$ cat src/rtl/menu_fade_ctrl.sv
// menu_fade_ctrl: menu screen fade sequencer and palette colour scaler.
// Optional key-colour bypass: define MENU_FADE_KEY_BYPASS_EN.
module menu_fade_ctrl #(
    parameter int         FRAMES_PER_STEP = 2,
    parameter logic [3:0] KEY_INDEX       = 4'd0
) (
    input  logic       Clk,
    input  logic       Reset,
    input  logic       vsync_pulse,
    input  logic       fade_in_req,
    input  logic       fade_out_req,
    input  logic [3:0] pix_index,
    output logic [3:0] pal_index,
    input  logic [3:0] pal_red,
    input  logic [3:0] pal_green,
    input  logic [3:0] pal_blue,
    output logic [3:0] red,
    output logic [3:0] green,
    output logic [3:0] blue,
    output logic [4:0] level,
    output logic       busy,
    output logic       done
);

    localparam int CW = (FRAMES_PER_STEP > 1) ?
                        $clog2(FRAMES_PER_STEP) : 1;
    localparam logic [CW-1:0] CNT_LAST = CW'(FRAMES_PER_STEP - 1);

    typedef enum logic [1:0] {
        BLACK    = 2'd0,
        FADE_IN  = 2'd1,
        VISIBLE  = 2'd2,
        FADE_OUT = 2'd3
    } state_t;

    state_t          state;
    logic [CW-1:0]   fcnt;
    logic            go_in;
    logic            go_out;
    logic            step;
    logic [8:0]      pr;
    logic [8:0]      pg;
    logic [8:0]      pb;
    logic [3:0]      sr;
    logic [3:0]      sg;
    logic [3:0]      sb;
    logic [3:0]      nr;
    logic [3:0]      ng;
    logic [3:0]      nb;
    logic [14:0]     unused_bits;

    // Simultaneous requests cancel each other out.
    assign go_in  = fade_in_req && !fade_out_req;
    assign go_out = fade_out_req && !fade_in_req;
    assign step   = vsync_pulse && (fcnt == CNT_LAST);

    assign pal_index = pix_index;

    // Scale each channel by level/16 at 9-bit width.
    assign pr = {5'd0, pal_red}   * {4'd0, level};
    assign pg = {5'd0, pal_green} * {4'd0, level};
    assign pb = {5'd0, pal_blue}  * {4'd0, level};
    assign sr = pr[7:4];
    assign sg = pg[7:4];
    assign sb = pb[7:4];
    assign unused_bits = {pr[8], pr[3:0], pg[8], pg[3:0],
                          pb[8], pb[3:0]};

`ifdef MENU_FADE_KEY_BYPASS_EN
    logic key_hit;
    assign key_hit = (pix_index == KEY_INDEX);
    // Key colour keeps full brightness throughout a fade.
    assign nr = key_hit ? pal_red   : sr;
    assign ng = key_hit ? pal_green : sg;
    assign nb = key_hit ? pal_blue  : sb;
`else
    logic unused_key;
    assign unused_key = (pix_index == KEY_INDEX);
    assign nr = sr;
    assign ng = sg;
    assign nb = sb;
`endif

    // Fade state machine, frame counter and brightness level.
    always_ff @(posedge Clk or posedge Reset) begin
        if (Reset) begin
            state <= BLACK;
            level <= 5'd0;
            fcnt  <= '0;
            busy  <= 1'b0;
            done  <= 1'b0;
        end else begin
            done <= 1'b0;
            case (state)
                BLACK: begin
                    if (go_in) begin
                        state <= FADE_IN;
                        fcnt  <= '0;
                        busy  <= 1'b1;
                    end
                end
                VISIBLE: begin
                    if (go_out) begin
                        state <= FADE_OUT;
                        fcnt  <= '0;
                        busy  <= 1'b1;
                    end
                end
                FADE_IN: begin
                    if (go_out) begin
                        state <= FADE_OUT;
                        fcnt  <= '0;
                    end else if (step) begin
                        fcnt <= '0;
                        if (level >= 5'd15) begin
                            level <= 5'd16;
                            state <= VISIBLE;
                            busy  <= 1'b0;
                            done  <= 1'b1;
                        end else begin
                            level <= level + 5'd1;
                        end
                    end else if (vsync_pulse) begin
                        fcnt <= fcnt + CW'(1);
                    end
                end
                FADE_OUT: begin
                    if (go_in) begin
                        state <= FADE_IN;
                        fcnt  <= '0;
                    end else if (step) begin
                        fcnt <= '0;
                        if (level <= 5'd1) begin
                            level <= 5'd0;
                            state <= BLACK;
                            busy  <= 1'b0;
                            done  <= 1'b1;
                        end else begin
                            level <= level - 5'd1;
                        end
                    end else if (vsync_pulse) begin
                        fcnt <= fcnt + CW'(1);
                    end
                end
                default: begin
                    state <= BLACK;
                    level <= 5'd0;
                    fcnt  <= '0;
                    busy  <= 1'b0;
                end
            endcase
        end
    end

    // Register the scaled colour, one cycle after the index.
    always_ff @(posedge Clk or posedge Reset) begin
        if (Reset) begin
            red   <= 4'd0;
            green <= 4'd0;
            blue  <= 4'd0;
        end else begin
            red   <= nr;
            green <= ng;
            blue  <= nb;
        end
    end

endmodule

$ cat config.mk
export PLATFORM = sky130hd
export DESIGN_NAME = menu_fade_ctrl
export DESIGN_NICKNAME = d
export VERILOG_FILES = /design/src/rtl/menu_fade_ctrl.sv
export SDC_FILE = /design/constraint.sdc
export NUM_CORES = 1
export LEC_CHECK = 0
export CORE_MARGIN = 3
export CORE_UTILIZATION = 35
export DETAILED_ROUTE_END_ITERATION = 10
export DONT_BUFFER_PORTS = 1
export SYNTH_ARGS = -nofsm -noshare
export SYNTH_HDL_FRONTEND = slang
export SYNTH_SLANG_ARGS = --single-unit
$ cat constraint.sdc
create_clock -name Clk -period 4.23 [get_ports Clk]
set_clock_uncertainty 0.1 [all_clocks]
set_input_delay 0.6345 -clock Clk [delete_from_list [all_inputs] [get_ports Clk]]
set_output_delay 0.6345 -clock Clk [all_outputs]
set_load 0.005 [all_outputs]
==> out/qor.csv <==
stage;metric;value;unit
outcome;status;completed;
clock_tree;cts-root-buf;clkbuf_8;
clock_tree;cts-resized-gates;0;
clock_tree;cts_setup_buffers;0;
synth;syn_nets;353;
clock_tree;path_clk_slew;0.09;ns
timing;worst_hold_slack;0.312;ns
synth;synth_cells;281;
final_layout;multi_input_area;1750;um^2
grt;track_usage;12.3;%
timing;setup_viol;0;
synth;synth_xor_area_share;5.34;%
routing;drc;0;
synth;muxShareOfSynthArea;1.02;%
final_layout;fin_nets;347;
setup_path;crit_type;reg -> reg;
setup_path;slowest_stage;dfrtp_1;
place;dp_hpwl;3740;um
routing;routed_wl;4690;um
setup_path;cpLargestDelayFamily;adder cells;
power_and_ir_drop;p_sw;724;uW
power_and_ir_drop;clkPwrFrac;12.4;%
synth;post_synth_and_or_nand_nor_area_fraction;21.7;%
routing;final_antenna_net_count;0;
floorplan;die_width;89.8;um
timing;slew_headroom;45.3;%
power_and_ir_drop;p_per_area;615;nW/um^2
floorplan;io_pins;44;
synth;syn_area_per_cell;8.75;um^2
floorplan;start_util;37.5;%
setup_path;endpoint_kind;flip-flop;
floorplan;core_area;6570;um^2
setup_path;worstPathMaxFanout;18;
timing;worstMarginPinSlew;0.820;ns
timing;hold_viol_final;0;
final_layout;regArea;551;um^2
setup_path;path_buf_inv;1;
place;place_congestion;0.776;
timing;fin_crit_sh;77.4;%
setup_path;worstPathArrival;3.33;ns
timing;setup_tns;0;ns
synth;synth_top_family_by_area;adder cells;
synth;synth_top_cell_area_share;22.4;%
flow_run;drv_cap;0;
setup_path;critPathMaxStageDelay;0.73;ns
synth;synthTopCellsByArea;dfrtp_1, ha_1, fa_1;
power_and_ir_drop;comb_power_share;59.9;%
clock_tree;cts_buffers;3;
power_and_ir_drop;p_seq_share;27.7;%
clock_tree;clock_path_buffers;2;
power_and_ir_drop;p_sw_share;45.4;%
synth;yosysSeqAreaShare;22.4;%
floorplan;die-area;8070;um^2
routing;initialDrtViolationCount;75;
synth;yosys.area.top_type;dfrtp_1;
place;dp.cells;363;
floorplan;row_count;29;
timing;rsz0062_at_grt;false;
place;dpl_worst_slack;0.953;ns
synth;syn-cell-area;2460;um^2
synth;synth_seq_cells;22;
power_and_ir_drop;irDropWorstVdd;0.171;mV
grt;grt_pass1_wl;8470;um
worst_hold_path;hold_path_class;in -> async;
final_layout;n_antenna_cell;0;
synth;synth_compound_area_share;12.6;%
clock_tree;holdBufCountCts;0;
floorplan;die-height;89.8;um
timing;maxSlewViolCount;0;
synth;synth_edf_count;0;
final_layout;area_delta_synth_final;5.54;%
clock_tree;htree_levels;1;
timing;fin_crit;3.27;ns
grt;grt_pass1_vias;1828;
synth;synth_adder_area_share;30.5;%
clock_tree;worstSkewPairLatency;0.26;ns
synth;synth-main-ff-cell;dfrtp_1;
clock_tree;cts_tree;done;
routing;first_pass_iters;4;
synth;yosysUniqueCellTypes;38;
grt;grt_overflow;0;
grt;antenna_found_initial;0;
final_layout;fillCellCount;653;
power_and_ir_drop;p_leak;0.00131;uW
routing;drt-vias-per-instance;4.98;
setup_path;cp-start-kind;flip-flop;
final_layout;layout-drive-gt1-share;5.11;%
setup_path;path_cells;nand2_1, fa_1, inv_1, fa_1, ha_1, nand4_1, o21a_1, o21bai_1, a21oi_1, xnor2_1;
power_and_ir_drop;p_int;872;uW
clock_tree;clock_sinks;22;
grt;grt_start_max_net_pins;23;
synth;async_flop_share;100;%
setup_path;crit_top_cell;fa_1;
setup_path;crit_required;4.29;ns
routing;vias;1828;
synth;yosys_warnings;0;
timing;fmax;306;MHz
place;portBuffers;0;
routing;routedWlPerCell;12.8;um
final_layout;instances_no_fill;367;
timing;setup_ws;0.957;ns
cell usage after synthesis, types with 2 or more instances:
master,n
ha_1,36
nand2_1,32
and2_1,31
inv_1,25
dfrtp_1,22
nor2_1,22
fa_1,15
o21ai_0,13
a21oi_1,10
xnor2_1,9
clkbuf_1,7
nor3_1,6
xor2_1,6
o21a_1,5
a21o_1,4
buf_4,4
nand4_1,4
o22ai_1,3
a2bb2oi_1,2
a31oi_1,2
buf_2,2
nand2b_1,2
nor3_2,2
o21bai_1,2
o32ai_1,2
area by class of cell:
class / instances / area share (%)
sequential: 22 / 21.2
multi-input combinational: 221 / 67.4
inverter: 25 / 3.61
clock buffer: 3 / 1.59
clock inverter: 1 / 1.16
timing repair buffer: 2 / 0.578
tap: 93 / 4.48
cell usage in the layout (no fill, tap or decap), drive strengths merged, types with 2 or more instances in the layout:
master,n
ha,36
nand2,32
and2,32
inv,25
nor2,22
dfrtp,22
fa,15
o21ai,13
a21oi,10
xnor2,9
nor3,8
xor2,6
o21a,5
nand4,4
a21o,4
o22ai,4
clkbuf,3
nand2b,2
o21bai,2
a2bb2oi,2
o32ai,2
a31oi,2
buf,2
power by group through the flow:
| stage | combinational (uW) | sequential (uW) | clock, uW |
|---|---|---|---|
| 5_1_grt | 1130 | 462 | 212 |
| 2_1_floorplan | 836 | 376 | 0 |
| 4_1_cts | 968 | 447 | 206 |
| 3_3_place_gp | 950 | 449 | 0 |
| 6_report | 956 | 442 | 198 |
| 3_5_place_dp | 957 | 452 | 0 |
stage by stage:
step / util, % / area (um^2) / total power, uW
after floorplan: - / 2460 / 1210
after global placement: 38.4 / 2520 / 1400
after detailed placement: 38.4 / 2520 / 1410
after CTS: 39.5 / 2600 / 1620
after global routing: 39.5 / 2600 / 1800
final: 39.5 / 2600 / 1600
logic make-up (layout without fill, tap and decap cells):
logic type      after synthesis  count (layout)
simple gates                105             105
fa+ha+maj                    51              51
compound gates               48              48
buf+inv                      38              31
flops                        22              22
xor+xnor                     15              15
mux                           2               2
layer usage:
metal	GRT usage, %	up-vias	routed length, um
li1	-	915	-
met1	16.2	871	2190
met2	20.2	36	2150
met3	3.09	6	285
met4	3.58	0	60
met5	0	-	0
worst paths after layout:
check                      depth (start not counted)  startpoint  endpoint  slack, ns
hold reg to reg                                    2        fcnt      fcnt       0.39
max in group asynchronous                          1       Reset  level[2]       3.21
setup / recovery                                  10    level[0]    red[3]       0.96
min in group Clk                                   2        fcnt      fcnt       0.39
setup reg to reg                                  10    level[0]    red[3]       0.96
hold / removal                                     1       Reset  level[0]       0.31
sequential cells by signal (all words and copies together), names as in the netlist:
name   cells
done       1
blue       4
fcnt       1
level      5
busy       1
state      2
green      4
red        4
(Power assumes the default switching activity.)
==> variant, RTL diff (same settings) <==
Set the parameter `FRAMES_PER_STEP` to 4 (it was 2).
--- a/src/rtl/menu_fade_ctrl.sv
+++ b/src/rtl/menu_fade_ctrl.sv
@@ -2,5 +2,5 @@
 // Optional key-colour bypass: define MENU_FADE_KEY_BYPASS_EN.
 module menu_fade_ctrl #(
-    parameter int         FRAMES_PER_STEP = 2,
+    parameter int         FRAMES_PER_STEP = 4,
     parameter logic [3:0] KEY_INDEX       = 4'd0
 ) (
Formal check against the unedited RTL: not equivalent (Yosys sat finds a counterexample within 4 cycles, from zero or initial values and one cycle with Reset high).
==> variant against the unedited design <==
Sequential power decreased by 10%; synthesized cell count increased by 0.36%; die area up 3.2%; combinational power fell by 15%; first-iteration DRC count grew 21%; wire length up 9.4%; setup slack got worse by 0.0044 ns; final cell count grew 0.54%; synthesized area is 3.5% higher; power decreased by 15%; sequential cell count increased by 1; maximum frequency is 0.13% lower; final area increased by 1.6%; largest cell class unchanged; highest routed layer unchanged.
==> variant: results (changes against the unedited design) <==
[global_routing]
grt_first_pass_wirelength_um = 9160  ; +8.2%
grt_use_total_pct = 13.2  ; +0.89 points
grt_start_max_net_pins = 24  ; +4.3%
grt_util_met3_pct = 3.65  ; +0.56 points
first_global_vias = 1891  ; +3.4%
grt.met1_usage_pct = 16.9  ; +0.73 points
gr-usage-met2_pct = 21.8  ; +1.7 points

[power_and_ir_drop]
ir_drop_v = 0.000141  ; -18%
p_leak_nw = 1.35  ; +2.7%

[logic_synthesis]
synthCells = 282  ; +0.36%
synthTopCellsByCount = ha_1 (36), nand2_1 (32), and2_1 (27)
ys_types = 44  ; +16%
seq_area_frac_synth_pct = 22.6  ; +0.24 points
synth_area_leaders = dfrtp_1 (23%), ha_1 (18%), fa_1 (12%), and2_1 (6.6%), nand2_1 (4.7%)

[timing]
worstMarginPinSlew_ns = 0.969  ; +0.149 ns
period_share_pct = 77.5  ; +0.10 points
holdWs_ns = 0.370  ; +0.0583 ns

[route]
drtIter0Drc = 91  ; +21%
wl_met1_um = 2350  ; +6.9%
wl_um = 5130  ; +9.4%
dr_wl_met3_um = 315  ; +11%
route.met2.wl_um = 2400  ; +12%
first_pass_iters = 4  ; unchanged
avgRoutedWirePerCell_um = 13.9  ; +8.8%
routed_via_density = 5.05  ; +1.3%

[critical_path]
crit_fanout = 23  ; +5
critPathCapture = green[3]$_DFF_PP0_
rr_worst_depth = 9  ; -1
crit-reg2reg-launch = level[2]$_DFFE_PP0P_
max_stage_delay_ns = 0.78  ; +0.05 ns
cp.arrival_ns = 3.37  ; +0.04 ns

[cells_and_area]
nNetsFinal = 346  ; -0.29%
drive_gt1_share_pct = 4.40  ; -0.71 points

[cts]
clock_path_buffers = 2  ; unchanged
htreeDepth = 1  ; unchanged
root_buffer = clkbuf_8
cts_post_setup_buffers_inserted = 0  ; unchanged
path_clk_slew_ns = 0.09  ; about the same

[outcome]
outcome = finished, final reports clean

[placement]
io_buffers = 0  ; unchanged
dp_hpwl_um = 3920  ; +4.8%
pre_cts_slack_ns = 0.959  ; +0.00554 ns
gp_congestion = 0.815  ; +5.0%
dp_cells = 365  ; +0.55%
place_area_mm2 = 0.00259  ; +2.7%

==> variant: changes by cell type after synthesis, sizes merged, moves of 2 or more <==
cell / before / now
and2: 32 / 27
a21oi: 10 / 7
a22o: 1 / 5
o22ai: 4 / 0
nor3: 8 / 6
inv: 25 / 23
o21ai: 13 / 18
and3b: 0 / 2
nor3b: 0 / 2
==> variant: final cells by class <==
class,instances,area [um^2]
fillers,735,4270
well taps,96,120
clock buffers,3,41.3
flip-flops and latches,23,576
multi-input cells,223,1810
clock inverters,1,5.00
inverters,23,86.3
==> variant: kinds of logic (layout without fill, tap and decap cells) <==
kind of cell	Yosys count	in the layout	share of synthesized area, %
and+or+nand+nor	105	105	21.4
DFF	23	23	22.6
adders and majority gates	51	51	29.5
xor gates and xnor gates	16	16	5.51
AOI/OAI and AO/OA	48	48	13.4
buffers and inverters	36	27	6.24
muxes	3	3	1.38
==> variant: power breakdown <==
group	internal [mW]	switching, mW	total [mW]
Combinational	0.371	0.441	0.812
Sequential	0.288	0.108	0.396
Clock	0.0660	0.0811	0.147
